**src/rtl/cmd_pkg.sv**
```systemverilog
// Shared types and constants for the command dispatcher.
package cmd_pkg;

  typedef enum logic [2:0] {
    S_IDLE,
    S_WRITE,
    S_READ_REQ,
    S_READ_WAIT,
    S_RESP
  } state_t;

  // Response status codes, zero-extended to the word width at the use site.
  localparam int STATUS_OK      = 0;
  localparam int STATUS_BADCMD  = 1;
  localparam int STATUS_TIMEOUT = 2;

  // Default ASCII command codes.
  localparam logic [7:0] DEF_READ_CMD  = 8'h72;  // 'r'
  localparam logic [7:0] DEF_WRITE_CMD = 8'h77;  // 'w'
  localparam logic [7:0] DEF_SET_CMD   = 8'h73;  // 's'
  localparam logic [7:0] DEF_CLR_CMD   = 8'h63;  // 'c'

endpackage

```
**src/rtl/cmd_timeout_counter.sv**
```systemverilog
// Counts consecutive read-wait cycles; expired marks the final allowed cycle.
module cmd_timeout_counter #(
  parameter int TIMEOUT_CYCLES = 255
) (
  input  logic clk_i,
  input  logic rst_ni,
  input  logic clr_i,
  input  logic en_i,
  output logic expired_o
);

  localparam int CW = $clog2(TIMEOUT_CYCLES + 1);
  localparam logic [CW-1:0] LAST = CW'(TIMEOUT_CYCLES - 1);

  logic [CW-1:0] cnt_q, cnt_d;

  // Clear wins; otherwise count up while enabled and saturate at the last cycle.
  always_comb begin
    cnt_d = cnt_q;
    if (clr_i)                    cnt_d = '0;
    else if (en_i && cnt_q != LAST) cnt_d = cnt_q + 1'b1;
  end

  // Counter register.
  always_ff @(posedge clk_i or negedge rst_ni) begin
    if (!rst_ni) cnt_q <= '0;
    else         cnt_q <= cnt_d;
  end

  // High during the TIMEOUT_CYCLES-th enabled cycle.
  assign expired_o = en_i && (cnt_q == LAST);

endmodule

```
**src/rtl/cmd_dispatcher.sv**
```systemverilog
// Command frame dispatcher: write / read / read-modify-write to a register bank
// with read timeout and a held status+data response.
module cmd_dispatcher
  import cmd_pkg::*;
#(
  parameter int WORD_WIDTH     = 8,
  parameter int ADDR_WORDS     = 1,
  parameter int VALUE_WORDS    = 4,
  parameter int TIMEOUT_CYCLES = 255,
  parameter logic [WORD_WIDTH-1:0] READ_CMD  = WORD_WIDTH'(DEF_READ_CMD),
  parameter logic [WORD_WIDTH-1:0] WRITE_CMD = WORD_WIDTH'(DEF_WRITE_CMD),
  parameter logic [WORD_WIDTH-1:0] SET_CMD   = WORD_WIDTH'(DEF_SET_CMD),
  parameter logic [WORD_WIDTH-1:0] CLR_CMD   = WORD_WIDTH'(DEF_CLR_CMD),
  localparam int ADDR_W  = WORD_WIDTH * ADDR_WORDS,
  localparam int VAL_W   = WORD_WIDTH * VALUE_WORDS,
  localparam int FRAME_W = WORD_WIDTH + ADDR_W + VAL_W
) (
  input  logic                        clk,
  input  logic                        i_reset_n,
  input  logic [FRAME_W-1:0]          i_data,
  input  logic                        i_dv,
  output logic                        o_ready,
  output logic                        o_drop,
  output logic                        o_w_en,
  output logic                        o_r_en,
  output logic [ADDR_W-1:0]           o_addr,
  output logic [VAL_W-1:0]            o_value,
  input  logic [VAL_W-1:0]            i_r_data,
  input  logic                        i_r_valid,
  output logic [WORD_WIDTH+VAL_W-1:0] o_resp_data,
  output logic                        o_resp_valid,
  input  logic                        i_resp_ready
);

  localparam logic [WORD_WIDTH-1:0] ST_OK      = WORD_WIDTH'(STATUS_OK);
  localparam logic [WORD_WIDTH-1:0] ST_BADCMD  = WORD_WIDTH'(STATUS_BADCMD);
  localparam logic [WORD_WIDTH-1:0] ST_TIMEOUT = WORD_WIDTH'(STATUS_TIMEOUT);

  state_t                        state_q, state_d;
  logic [WORD_WIDTH-1:0]         cmd_q, cmd_d;
  logic [VAL_W-1:0]              opnd_q, opnd_d;   // latched frame value (RMW mask)
  logic                          ready_q, ready_d;
  logic                          drop_q, drop_d;
  logic                          w_en_q, w_en_d;
  logic                          r_en_q, r_en_d;
  logic [ADDR_W-1:0]             addr_q, addr_d;
  logic [VAL_W-1:0]              value_q, value_d;
  logic [WORD_WIDTH+VAL_W-1:0]   resp_q, resp_d;
  logic                          rvld_q, rvld_d;
  logic                          expired;

  wire [WORD_WIDTH-1:0] f_cmd   = i_data[FRAME_W-1 -: WORD_WIDTH];
  wire [ADDR_W-1:0]     f_addr  = i_data[ADDR_W+VAL_W-1 -: ADDR_W];
  wire [VAL_W-1:0]      f_value = i_data[VAL_W-1:0];

  // Counter runs only in READ_WAIT and is held clear everywhere else.
  cmd_timeout_counter #(.TIMEOUT_CYCLES(TIMEOUT_CYCLES)) u_tmo (
    .clk_i     (clk),
    .rst_ni    (i_reset_n),
    .clr_i     (state_q != S_READ_WAIT),
    .en_i      (state_q == S_READ_WAIT),
    .expired_o (expired)
  );

  // Next-state and registered-output decode; everything holds unless changed below.
  always_comb begin
    state_d = state_q;
    cmd_d   = cmd_q;
    opnd_d  = opnd_q;
    ready_d = ready_q;
    drop_d  = i_dv && !ready_q;
    w_en_d  = 1'b0;
    r_en_d  = 1'b0;
    addr_d  = addr_q;
    value_d = value_q;
    resp_d  = resp_q;
    rvld_d  = rvld_q;
    unique case (state_q)
      S_IDLE: if (i_dv && ready_q) begin
        cmd_d   = f_cmd;
        opnd_d  = f_value;
        ready_d = 1'b0;
        if (f_cmd == WRITE_CMD) begin
          addr_d  = f_addr;
          value_d = f_value;
          w_en_d  = 1'b1;
          state_d = S_WRITE;
        end else if (f_cmd == READ_CMD || f_cmd == SET_CMD || f_cmd == CLR_CMD) begin
          addr_d  = f_addr;
          r_en_d  = 1'b1;
          state_d = S_READ_REQ;
        end else begin
          resp_d  = {ST_BADCMD, {VAL_W{1'b0}}};
          rvld_d  = 1'b1;
          state_d = S_RESP;
        end
      end
      // Strobe was issued on entry; report the value that was written.
      S_WRITE: begin
        resp_d  = {ST_OK, value_q};
        rvld_d  = 1'b1;
        state_d = S_RESP;
      end
      S_READ_REQ: state_d = S_READ_WAIT;
      // Data arriving in the final cycle takes priority over the timeout.
      S_READ_WAIT: begin
        if (i_r_valid) begin
          if (cmd_q == SET_CMD || cmd_q == CLR_CMD) begin
            value_d = (cmd_q == SET_CMD) ? (i_r_data | opnd_q) : (i_r_data & ~opnd_q);
            w_en_d  = 1'b1;
            state_d = S_WRITE;
          end else begin
            resp_d  = {ST_OK, i_r_data};
            rvld_d  = 1'b1;
            state_d = S_RESP;
          end
        end else if (expired) begin
          resp_d  = {ST_TIMEOUT, {VAL_W{1'b0}}};
          rvld_d  = 1'b1;
          state_d = S_RESP;
        end
      end
      S_RESP: if (i_resp_ready) begin
        rvld_d  = 1'b0;
        ready_d = 1'b1;
        state_d = S_IDLE;
      end
      default: begin
        rvld_d  = 1'b0;
        ready_d = 1'b1;
        state_d = S_IDLE;
      end
    endcase
  end

  // State and output registers; reset leaves only o_ready high.
  always_ff @(posedge clk or negedge i_reset_n) begin
    if (!i_reset_n) begin
      state_q <= S_IDLE;
      cmd_q   <= '0;
      opnd_q  <= '0;
      ready_q <= 1'b1;
      drop_q  <= 1'b0;
      w_en_q  <= 1'b0;
      r_en_q  <= 1'b0;
      addr_q  <= '0;
      value_q <= '0;
      resp_q  <= '0;
      rvld_q  <= 1'b0;
    end else begin
      state_q <= state_d;
      cmd_q   <= cmd_d;
      opnd_q  <= opnd_d;
      ready_q <= ready_d;
      drop_q  <= drop_d;
      w_en_q  <= w_en_d;
      r_en_q  <= r_en_d;
      addr_q  <= addr_d;
      value_q <= value_d;
      resp_q  <= resp_d;
      rvld_q  <= rvld_d;
    end
  end

  assign o_ready      = ready_q;
  assign o_drop       = drop_q;
  assign o_w_en       = w_en_q;
  assign o_r_en       = r_en_q;
  assign o_addr       = addr_q;
  assign o_value      = value_q;
  assign o_resp_data  = resp_q;
  assign o_resp_valid = rvld_q;

endmodule

```
**config.mk**
```make
export PLATFORM = sky130hd
export DESIGN_NAME = cmd_dispatcher
export DESIGN_NICKNAME = d
export VERILOG_FILES = /design/src/rtl/cmd_pkg.sv /design/src/rtl/cmd_timeout_counter.sv /design/src/rtl/cmd_dispatcher.sv
export SDC_FILE = /design/constraint.sdc
export NUM_CORES = 1
export LEC_CHECK = 0
export ABC_AREA = 1
export BUFFER_PORTS_ARGS = -buffer_cell sky130_fd_sc_hd__buf_2
export CORE_MARGIN = 1
export CORE_UTILIZATION = 57
export CTS_CLUSTER_SIZE = 20
export DETAILED_ROUTE_END_ITERATION = 8
export PLACE_DENSITY = 0.85
export SLEW_MARGIN = 20
export SYNTH_ARGS = -nofsm -noshare
export SYNTH_HDL_FRONTEND = slang
export SYNTH_SLANG_ARGS = --single-unit
```
**constraint.sdc**
```tcl
create_clock -name clk -period 4.7 [get_ports clk]
set_clock_uncertainty 0.05 [all_clocks]
set_input_delay 1.41 -clock clk [delete_from_list [all_inputs] [get_ports clk]]
set_output_delay 1.41 -clock clk [all_outputs]
set_load 0.01 [all_outputs]
```
---- Word-level counts from Yosys, hierarchy flattened ----
Cells that the tools add are included.
cells by class
  $add $sub $neg .......................... 1
  bitwise logic cells ..................... 5
  reductions and logical operators ........ 21
  eq/ne operators ......................... 22
  multiplexer cells ....................... 45
operator list
  operator                                                               number
  40-bit two-way mux                                                     6
  32-bit two-way mux                                                     5
  40-bit one-hot mux with 3 select lines                                 1
  32-bit one-hot mux with 2 select lines                                 1
  8-bit by 7-bit equality test with 1-bit output, second input constant  6
  32-bit AND                                                             1
  8-bit two-way mux                                                      4
  32-bit inverter                                                        1
  32-bit bitwise OR                                                      1
  3-bit two-way mux                                                      7
  1-bit two-way mux                                                      17
  3-bit one-hot mux with 5 select lines                                  1
  2-bit != test, second input constant                                   7
  3-bit AND reduction                                                    3
  8-bit by 1-bit adder with 8-bit output, second input constant          1
  8-bit equality test, second input constant                             1
  8-bit != test, second input constant                                   1
  7-bit AND reduction                                                    1
  3-bit by 2-bit equality test with 1-bit output, second input constant  2
  3-bit != test, second input constant                                   2
  6-bit AND reduction                                                    1
  2-bit nonzero test                                                     3
  1-bit one-hot mux with 5 select lines                                  1
  5-bit AND reduction                                                    1
  other kinds (13)                                                       19
word-level totals
  output and inout port bits .............. 85
  input bits .............................. 85
  logic and storage cells ................. 106
  register bits after elaboration ......... 136

---- Longest topological paths before layout ----
Gate-level depths: netlist (run 1).
  depth after elaboration ................. 7
  mapped depth ............................ 12
  gate-level depth less buffers ........... 11

---- By module ----
Synthesis (run 1) repeated with hierarchy kept, for this count alone.
second synthesis, totals
  cell total of the unflattened synthesis .. 916
  area, all modules ....................... 6767.7 µm²
by module, submodules not included
  module               sequential area each (µm²)  times used  area each (µm²)  cells an instance
  cmd_dispatcher       3054.2                      1           6249.7           843
  cmd_timeout_counter  200.2                       1           518.0            73

---- Worst setup path before layout (run 1) ----
No wires, ideal clock.
  path type ............................... in2reg
  from .................................... input i_data[47]
  to ...................................... register value_q[0] (netlist: o_value[0])
  path slack .............................. 2.166 ns
  library setup time ...................... 0.117 ns
  data arrival time ....................... 2.367 ns
  required time ........................... 4.533 ns
  buffers on the path ..................... 1
  stages on the path ...................... 9
  path through ............................ inv_1 > nand2_1 > nor2_1 > nand2_1 > nand2_1 > clkbuf_1 > nand3_1 > nor2_1 > nor2_1
between the ends
  cells in the longest elaborated chain, start to end .. 3
RTL lines
  item                                            RTL line               RTL
  start, declared                                 cmd_dispatcher.sv:20   input logic [FRAME_W-1:0] i_data,
  8-bit by 7-bit equality test with 1-bit output  cmd_dispatcher.sv:83   if (f_cmd == WRITE_CMD) begin
  2-bit != test (no source line)                  n/a
  5-bit AND reduction (no source line)            n/a
  end signal, assigned                            cmd_dispatcher.sv:159  value_q <= value_d;
  end, declared                                   cmd_dispatcher.sv:47   logic [VAL_W-1:0] value_q, value_d;
No other way between the ends.
A chain may end at the register's enable or synchronous reset.

---- Worst setup path in the final report (run 1) ----
  from .................................... input i_data[47]
  to ...................................... register resp_q[6] (netlist: o_resp_data[6])
between the ends
  cells in the longest elaborated chain, start to end .. 5
  elaborated cells between the ends (all ways) .. 9
  those cells by class .................... eq/ne (6); reduce/logical (3)
RTL lines
  item                                            RTL line               RTL
  8-bit by 7-bit equality test with 1-bit output  cmd_dispatcher.sv:88   end else if (f_cmd == READ_CMD || f_cmd == SET_CMD || f_cmd == CLR_CMD) begin
  1-bit logical OR (2 in a row)                   cmd_dispatcher.sv:88
  2-bit != test (no source line)                  n/a
  6-bit AND reduction (no source line) *          n/a
  end signal, assigned                            cmd_dispatcher.sv:160  resp_q <= resp_d;
  end, declared                                   cmd_dispatcher.sv:48   logic [WORD_WIDTH+VAL_W-1:0] resp_q, resp_d;
Every way passes the cells marked *; elsewhere a longest branch is shown, timed or not.

==> run_results.csv, run 1 <==
group,metric,value,unit
sta,setup_viol,0,
detailed_routing,drt_iter0_markers,441,
power,clkPwrFrac,0.293,
cts,cts.repair.resized,0,
placement,place_ws,1.29,ns
sta,finalMaxSlewViolations,0,
cts,postCtsSetupBuffers,0,
cts,tritoncts,"done",
floorplanning,initial_core_util,0.591,
cts,clockBufferDepth,2,
detailed_routing,ant_nets,0,
status,status,"completed",
floorplanning,row_count,38,
sta,fin_crit_sh,0.652,
logic_synthesis,synth_warnings,0,
power,combPwrFrac,0.318,
logic_synthesis,synthesis.area,6460,um2
cts,clk_latency,0.41,ns
logic_synthesis,synth_edf_count,0,
logic_synthesis,async_flop_share,1.00,
floorplanning,die_y,108,um
setup_path,cp.required,4.99,ns
cts,path_clk_slew,0.06,ns
power,p_int,2.41,mW
setup_path,cp_num_buf_inv,3,
finish,n_antenna_cell,0,
floorplanning,dieArea,11800,um2
setup_path,path_cells,"buf_2 > inv_1 > nand2_1 > nor2_1 > nand2_1 > nand2_1 > inv_2 > nand2_1 > nand2_2 > nand2_4 > nand2_1 > nand2_1",
logic_synthesis,yosys.area.top_type_share,0.500,
power,p_switching,1.64,mW
sta,setup_slack,1.64,ns
logic_synthesis,synth_area_leaders,"dfrtp_1 (50%), nand2_1 (18%), nor2_1 (7.0%)",
detailed_routing,wl_per_cell,14.0,um
power,ir_drop,0.342,mV
detailed_routing,totalWireLength,16.4,mm
setup_path,critPathKind,"input port to register",
placement,placed_cell_area,7270,um2
setup_path,start_kind,"input port",
setup_path,cpMaxStageDelayCell,"nand2_4",
power,switching_share,0.404,
floorplanning,die_w,108,um
logic_synthesis,synth_area_leader_cell,"dfrtp_1",
run,max-cap-violations,0,
sta,rsz0062_at_grt,"false",
finish,synthToLayoutAreaGrowth,20.9,%
sta,finalHoldViolations,0,
setup_path,cp.arrival,3.36,ns
power,p_seq_frac,0.389,
sta,fmax,326,MHz
cts,cts_num_sinks,130,
worst_hold_path,worstHoldPathType,"register to register",
cts,htree_levels,4,
placement,dp.final_hpwl,10.3,mm
finish,finalInstanceArea,7810,um2
sta,worst_hold_slack,0.415,ns
placement,gp_congestion,0.795,
detailed_routing,dr.pass1.iters,9,
cts,cts_root_buf,"clkbuf_16",
finish,drive_gt1_frac,0.212,
setup_path,critical-path-top-delay-family,"simple AND/OR/NAND/NOR gates",
setup_path,path_common_cell,"nand2_1",
global_routing,grt_remaining_overflow,0,
logic_synthesis,ys_types,25,
detailed_routing,dr_total_vias,6184,
global_routing,grtUsageTotal,0.295,
floorplanning,io_pins,170,
global_routing,grt_max_degree,84,
power,power_density,518,nW/um2
logic_synthesis,ys_seq_area_frac,0.504,
power,p_leak,4.32,nW
finish,nNetsFinal,1106,
detailed_routing,drc_errors,0,
global_routing,grt_pass1_vias,5713,
setup_path,worstPathMaxFanout,36,
logic_synthesis,ys.flop_type,"dfrtp_1",
placement,portBuffers,163,
cts,hold_buffers,0,
setup_path,rrSetupSlack,1.98,ns
global_routing,antenna_found_initial,0,
sta,maxSlewHeadroom,0.338,
logic_synthesis,synth_cells,874,
cts,numCtsBuffers,17,
detailed_routing,vias_per_cell,5.28,
logic_synthesis,ys_seq_elements,130,
sta,tns,0,ns
sta,fin_crit,3.06,ns
setup_path,cp_slowest_stage_delay,0.56,ns
setup_path,endpoint_kind,"register",
sta,worstMarginPinSlew,0.989,ns
floorplanning,core_region_area,10900,um2
logic_synthesis,synth.avg_cell_area,7.39,um2
global_routing,grt_pass1_wl,27.0,mm
worst paths after layout:
kind / startpoint / end / cells past startpoint
max in group asynchronous: i_reset_n / o_ready / 2
setup reg to reg: state_q[0] / o_resp_data[6] / 9
hold / removal: o_resp_data[18] / o_resp_data[18] / 2
setup / recovery: i_data[47] / o_resp_data[6] / 12
min in group asynchronous: i_reset_n / o_addr[3] / 1
hold reg to reg: o_resp_data[18] / o_resp_data[18] / 2
layer usage:
metal	vias to the layer above	track usage	part of all wire
li1	3061	-	-
met1	2806	0.386	0.41
met2	290	0.485	0.49
met3	27	0.0561	0.087
met4	0	0.116	0.014
met5	-	0	0
worst min-delay path: stages, from the launching register on:
cell,delay [ns]
dfrtp_1,0.34
nand2_1,0.05
nand2_1,0.04
area by class of cell:
cell class / count / area, um2
multi-input cells: 643 / 2750
flip-flops and latches: 130 / 3250
fillers: 941 / 3130
clock inverters: 14 / 110
inverters: 57 / 214
clock buffers: 18 / 429
repair buffers: 170 / 875
well taps: 140 / 175
placed cells by master, fill, tap and decap left out, drive strengths merged, types with 2 or more instances in the layout:
cell type  instances
nand4             11
a31oi              3
o21ai             75
ha                 2
clkbuf            18
dfrtp            129
conb               6
nor3               2
nor2             122
nand3             78
clkinvlp           4
clkinv             7
a21oi             35
inv               60
nand2            308
buf              170
Yosys cell counts (all sizes together), types with 3 or more instances:
| cell type | count |
|---|---|
| inv | 57 |
| buf | 34 |
| dfrtp | 129 |
| nand3 | 78 |
| nand2 | 308 |
| a21oi | 35 |
| nor2 | 122 |
| clkbuf | 15 |
| a31oi | 3 |
| o21ai | 75 |
| nand4 | 11 |
power by group through the flow:
stage	Sequential (mW)	Combinational [mW]	Clock, mW
after global placement	1.57	1.24	0
after detailed placement	1.58	1.27	0
after floorplan	1.58	0.923	0
final	1.57	1.29	1.19
after global routing	1.60	1.45	1.25
after CTS	1.57	1.28	1.20
metrics by stage:
stage / instances / util / total power [mW]
floorplan: 879 / - / 2.50
global placement: 1140 / 0.664 / 2.81
detailed placement: 1140 / 0.664 / 2.85
CTS: 1172 / 0.714 / 4.04
global route: 1172 / 0.714 / 4.30
finish: 1172 / 0.714 / 4.05
state kept, by name, summed over array words and instances, names as in the netlist:
signal and flops:
o_ready 1, o_addr 8, o_value 32, cmd_q 8, o_drop 1, o_r_en 1
o_w_en 1, u_tmo.cnt_q 8, o_resp_valid 1, opnd_q 32, o_resp_data 34, state_q 3
cells by family after synthesis:
kind of cell    after synthesis  share of synthesized area
buf+inv                     106                     0.0761
flops                       130                      0.504
compound gates              113                     0.0887
fa+ha+maj                     2                    0.00387
xor+xnor                      1                    0.00136
simple gates                521                      0.326
other cells                   1                   0.000580
No activity file was read; power rests on OpenSTA's default activity.
==> run 2: changes to the inputs <==
Settings changed: ABC_AREA 1 to 0, CORE_UTILIZATION 57 to 47, PLACE_DENSITY 0.85 to 0.76.
Clock period 4.7 ns to 2.7 ns, I/O delays scaled along.
==> run 2 against run 1 <==
Final cell count is 29% lower; final area is 0.74% lower; via count is 25% lower; non-clock buffer count is 8 higher; synthesized area is 4.8% lower; sequential power is 75% higher; sequential share of layout area is 0.31 points higher; combinational power is 46% higher; die area is 15% higher; core utilization is 10 points lower; largest power group unchanged; sequential cell count stayed put.
==> run_results.csv, run 2 <==
group,metric,value,unit
logic_synthesis,ys_seq_elements,130,
finish,most-common-layout-cells,"buf_2 (162), dfrtp_1 (129), mux2_2 (53)",
floorplanning,row_count,41,
logic_synthesis,ys_types,46,
floorplanning,die_w,116,um
power,combPwrFrac,0.277,
sta,rsz0062_at_grt,"false",
setup_path,endpoint_kind,"register",
finish,drive_gt1_frac,0.436,
setup_path,cp.arrival,2.50,ns
power,p_int,4.79,mW
cts,path_clk_slew,0.05,ns
floorplanning,initial_core_util,0.485,
cts,postCtsSetupBuffers,0,
sta,tns,0,ns
setup_path,start_kind,"register",
placement,portBuffers,163,
finish,synthToLayoutAreaGrowth,26.1,%
logic_synthesis,synthXorXnorAreaFrac,0.00427,
floorplanning,dieArea,13500,um2
cts,hold_buffers,0,
logic_synthesis,synth.avg_cell_area,12.5,um2
detailed_routing,wl_met3,976,um
detailed_routing,wl_met1,6.48,mm
logic_synthesis,synth.most_common_cell,"dfrtp_1",
sta,fmax,441,MHz
sta,fin_crit,2.27,ns
setup_path,path_cells,"buf_4 > nand3b_1 > nor2_1 > and2_4 > nor3_4 > buf_12 > mux2_1",
finish,final_common_cell,"buf_2",
detailed_routing,drt_iter0_markers,245,
power,clkPwrFrac,0.319,
setup_path,worstPathMaxFanout,18,
power,p_switching,1.99,mW
global_routing,grtUsageTotal,0.234,
detailed_routing,dr_total_vias,4609,
power,ir_drop,0.486,mV
floorplanning,core_region_area,12700,um2
worst_hold_path,worstHoldPathType,"input port to async pin",
global_routing,grt_remaining_overflow,0,
logic_synthesis,synth_area_leader_cell,"dfrtp_1",
cts,htree_levels,4,
cts,cts.repair.resized,0,
sta,fin_crit_sh,0.840,
cts,tritoncts,"done",
detailed_routing,dr.pass1.iters,4,
floorplanning,die_y,116,um
power,p_total,6.78,mW
detailed_routing,routed-wl-met2,7.16,mm
cts,cts_root_buf,"clkbuf_16",
power,p_leak,4.21,nW
sta,maxSlewHeadroom,0.474,
logic_synthesis,yosys.area.top_type_share,0.525,
sta,worstMarginPinSlew,0.788,ns
sta,setup_viol,0,
power,power_density,874,nW/um2
global_routing,grt_max_degree,131,
setup_path,cpMaxStageDelayCell,"dfrtp_1",
placement,dp.final_hpwl,9.94,mm
floorplanning,io_pins,170,
cts,cts_num_sinks,130,
finish,post-route-util,0.612,
detailed_routing,ant_nets,0,
setup_path,cp_slowest_stage_delay,0.42,ns
finish,fillCellCount,1027,
logic_synthesis,ys.flop_type,"dfrtp_1",
sta,finalMaxSlewViolations,0,
detailed_routing,vias_per_cell,5.51,
global_routing,antenna_found_initial,1,
cts,numCtsBuffers,17,
detailed_routing,totalWireLength,14.9,mm
logic_synthesis,synth-compound-area-share,0.140,
logic_synthesis,synthAdderAreaFrac,0.00570,
detailed_routing,wl_per_cell,17.8,um
global_routing,grt_pass1_vias,4688,
placement,gp_congestion,0.805,
setup_path,critPathKind,"register to register",
logic_synthesis,synthTopCellsByCount,"dfrtp_1 (129), mux2_2 (53), nor2_1 (43), a211oi_1 (34), mux2i_1 (34)",
logic_synthesis,async_flop_share,1.00,
run,max-cap-violations,0,
power,p_seq_frac,0.405,
detailed_routing,top_layer_used,"met4",
logic_synthesis,synth_top_family_by_area,"multiplexers",
logic_synthesis,synth_cells,491,
finish,nNetsFinal,738,
cts,clockBufferDepth,2,
logic_synthesis,synth_warnings,0,
logic_synthesis,synth_edf_count,0,
global_routing,grt_pass1_wl,23.6,mm
finish,largest_reg_flops,34,
cts,clk_latency,0.41,ns
logic_synthesis,synthesis.area,6150,um2
setup_path,cp.required,2.94,ns
status,status,"completed",
power,switching_share,0.294,
logic_synthesis,synth_simple_gate_area_frac,0.0680,
logic_synthesis,synth_area_leaders,"dfrtp_1 (52%), mux2_2 (9.7%), mux2i_1 (5.5%)",
logic_synthesis,synthMuxAreaShare,0.214,
logic_synthesis,ys_seq_area_frac,0.529,
detailed_routing,drc_errors,0,
sta,finalHoldViolations,0,
[run 2: cell types whose count changed in the layout (fill, tap and decap cells not counted), moves of 33 or more]
cell / before / now
a21o_1: 0 / 33
nor2_1: 120 / 41
mux2_2: 0 / 53
nand2_1: 303 / 5
o21ai_0: 62 / 4
inv_1: 50 / 5
nand3_1: 76 / 2
a211oi_1: 0 / 34
mux2i_1: 0 / 34
[run 2: cell type report]
type	count	area, um2	area share
timing repair buffer	178	993	0.128
clock buffer	26	509	0.0657
multi-input combinational	319	2710	0.349
tap	172	215	0.0278
inverter	5	18.8	0.00242
clock inverter	5	50.0	0.00646
antenna	1	2.50	0.000323
sequential	130	3250	0.420
[run 2: through the flow]
step	instance area [um2]	hold WS, ns	cells	setup WS [ns]
floorplan	6170	0.422	496	0.316
finish	7750	0.403	836	0.433
global placement	7180	0.413	804	0.193
CTS	7740	0.449	835	0.321
detailed placement	7180	0.438	804	0.161
global route	7750	0.461	835	0.307
[run 2: power by group through the flow]
stage	Sequential [mW]	Clock [mW]	Combinational, mW
5_1_grt	2.79	2.29	2.04
3_5_place_dp	2.76	0	1.88
2_1_floorplan	2.71	0	1.30
4_1_cts	2.73	2.20	1.90
3_3_place_gp	2.72	0	1.81
6_report	2.74	2.16	1.88
[run 2: path summary, 6_finish.rpt]
kind                                 start         endpoint  slack (ns)  cells past startpoint
worst max-delay path            state_q[2]  o_resp_data[25]        0.43                      7
worst min register to register    cmd_q[1]         cmd_q[1]        0.45                      1
worst min-delay path             i_reset_n        o_addr[6]        0.40                      2
worst max register to register  state_q[2]  o_resp_data[25]        0.43                      7
min in group clk                  cmd_q[1]         cmd_q[1]        0.45                      1
max in group asynchronous        i_reset_n        opnd_q[8]        1.60                      2
[run 2: critical path: cells and delay by family, from the launching register on]
family / cells / cell delay (ns)
multiplexers: 1 / 0.34
flip-flops: 1 / 0.42
AND/OR/NAND/NOR: 4 / 0.91
buffers and inverters: 2 / 0.41
[run 2: logic make-up after synthesis]
logic type	count (synthesis)
compound gates	112
xor+xnor	3
fa+ha+maj	3
buf+inv	47
flops	130
mux	114
other cells	1
simple gates	81
[run 2: metal layers]
metal  GRT usage  vias to the layer above
met3      0.0701                       23
met4      0.0974                        0
met2       0.374                      154
met1       0.296                     2320
li1            -                     2112
met5           0                        -
==> run 3: changes to the inputs <==
Settings changed: CORE_UTILIZATION 47 to 53, PLACE_DENSITY 0.76 to 0.81.
Clock period 2.7 ns to 2.26 ns, I/O delays scaled along.
==> run 3 against run 2 <==
Power grew 28%; sequential share of layout area fell by 1.1 points; die area decreased by 11%; non-clock buffer count up 16; global-route usage up 3.6 points; largest power group unchanged; register-to-register slack lost 0.34 ns; routed wire length rose by 3.0%; via count rose by 3.6%; final area is 2.8% higher; fmax grew 4.7%; combinational power is 28% higher; largest cell class unchanged.
==> run_results.csv, run 3 (synthesized netlist as in run 2, its figures left out) <==
group,metric,value,unit
status,status,"completed",
setup_path,cp.arrival,2.41,ns
floorplanning,die_y,110,um
placement,gp_congestion,0.802,
power,p_leak,4.34,nW
detailed_routing,totalWireLength,15.4,mm
placement,placed_cell_area,7300,um2
cts,cts_root_buf,"clkbuf_16",
setup_path,endpoint_kind,"register",
finish,nNetsFinal,754,
sta,fmax,462,MHz
worst_hold_path,worstHoldPathType,"input port to async pin",
finish,multi_input_area,2710,um2
setup_path,cp_slowest_stage_delay,0.37,ns
floorplanning,initial_core_util,0.555,
sta,fin_crit_sh,0.958,
power,power_density,1090,nW/um2
placement,place_ws,-0.173,ns
placement,dp.final_hpwl,10.3,mm
floorplanning,io_pins,170,
finish,most-common-layout-cells,"buf_2 (162), dfrtp_1 (129), mux2_2 (53)",
finish,drive_gt1_frac,0.456,
sta,finalMaxSlewViolations,0,
cts,cts.repair.resized,0,
sta,worstMarginPinSlew,0.806,ns
finish,seq_area,3250,um2
run,max-cap-violations,0,
floorplanning,core_region_area,11100,um2
setup_path,cpMaxStageDelayCell,"dfrtp_1",
floorplanning,row_count,38,
global_routing,grt_max_degree,45,
setup_path,path_cells,"inv_1 > ha_1 > nand3_1 > or2_0 > and2_4 > nor3_4 > buf_6 > buf_12 > mux2_4",
detailed_routing,dr_total_vias,4776,
cts,clk_latency,0.41,ns
power,ir_drop,0.782,mV
sta,fin_crit,2.17,ns
floorplanning,dieArea,12000,um2
cts,cts_num_sinks,130,
setup_path,critPathKind,"register to register",
detailed_routing,drt_iter0_markers,250,
cts,numCtsBuffers,17,
detailed_routing,vias_per_cell,5.82,
setup_path,cp.required,2.51,ns
finish,fillCellCount,747,
floorplanning,die_w,110,um
cts,postCtsSetupBuffers,0,
cts,tritoncts,"done",
global_routing,antenna_found_initial,1,
sta,maxSlewHeadroom,0.462,
detailed_routing,wl_per_cell,18.7,um
setup_path,start_kind,"register",
sta,finalHoldViolations,0,
sta,setup_slack,0.0941,ns
global_routing,grtUsageTotal,0.269,
finish,n_antenna_cell,0,
finish,finalInstanceArea,7970,um2
detailed_routing,ant_nets,0,
cts,clockBufferDepth,2,
global_routing,grt_pass1_wl,23.9,mm
cts,path_clk_slew,0.06,ns
global_routing,grt_pass1_vias,4790,
sta,worst_hold_slack,0.183,ns
global_routing,grt_remaining_overflow,0,
detailed_routing,drc_errors,0,
finish,largest_reg_flops,34,
cts,htree_levels,4,
finish,final_common_cell,"buf_2",
finish,synthToLayoutAreaGrowth,29.5,%
detailed_routing,dr.pass1.iters,6,
setup_path,worstPathMaxFanout,9,
sta,setup_viol,0,
cts,hold_buffers,0,
placement,portBuffers,163,
run 3: cell count changes in the layout (fill, tap and decap cells not counted):
cell and delta:
buf_4 +11, bufinv_16 +4, clkbuf_1 -4, clkbuf_8 -4, buf_12 +3, clkinv_4 +3
buf_6 +2, clkinvlp_4 +2, diode_2 -1
run 3: metal layers:
| layer | global-route usage | vias to the layer above | part of all wire |
|---|---|---|---|
| met5 | 0 | - | 0.00065 |
| met4 | 0.0924 | 2 | 0.017 |
| met3 | 0.101 | 26 | 0.070 |
| met2 | 0.436 | 171 | 0.49 |
| met1 | 0.331 | 2424 | 0.42 |
| li1 | - | 2153 | - |
run 3: final cells by class:
class | count | area share
tap | 140 | 0.0220
inverter | 5 | 0.00236
timing repair buffer | 194 | 0.145
sequential | 130 | 0.409
multi-input combinational | 319 | 0.340
clock buffer | 18 | 0.0551
clock inverter | 14 | 0.0265
run 3: final timing paths:
path,slack (ns),end,cells after the start,start
min in group clk,0.43,o_resp_data[27],1,o_resp_data[27]
max,0.09,o_resp_data[17],9,u_tmo.cnt_q[0]
max reg2reg,0.09,o_resp_data[17],9,u_tmo.cnt_q[0]
max in group asynchronous,1.38,opnd_q[8],2,i_reset_n
min,0.18,o_addr[3],1,i_reset_n
min reg2reg,0.43,o_resp_data[27],1,o_resp_data[27]
run 3: worst max-delay path: cells and delay by family, from the launching register on:
kind,cells,cell delay (ns)
buffers and inverters,3,0.39
flip-flops,1,0.37
adder cells (fa/ha/maj),1,0.16
AND/OR/NAND/NOR,4,0.76
multiplexers,1,0.31
run 3: power by group:
group | internal [mW] | switching, mW | total (mW) | leakage, nW
Combinational | 1.29 | 1.12 | 2.41 | 2.31
Sequential | 2.87 | 0.371 | 3.24 | 1.71
Clock | 1.98 | 1.03 | 3.01 | 0.316
run 3: stage by stage:
stage / total power, mW / utilization / std cells / setup TNS (ns)
after floorplan: 4.79 / - / 496 / 0
after global placement: 5.50 / 0.659 / 788 / -2.45
after detailed placement: 5.64 / 0.659 / 788 / -3.75
after CTS: 8.68 / 0.718 / 820 / 0
after global routing: 9.04 / 0.719 / 820 / -0.0213
final: 8.66 / 0.719 / 820 / 0
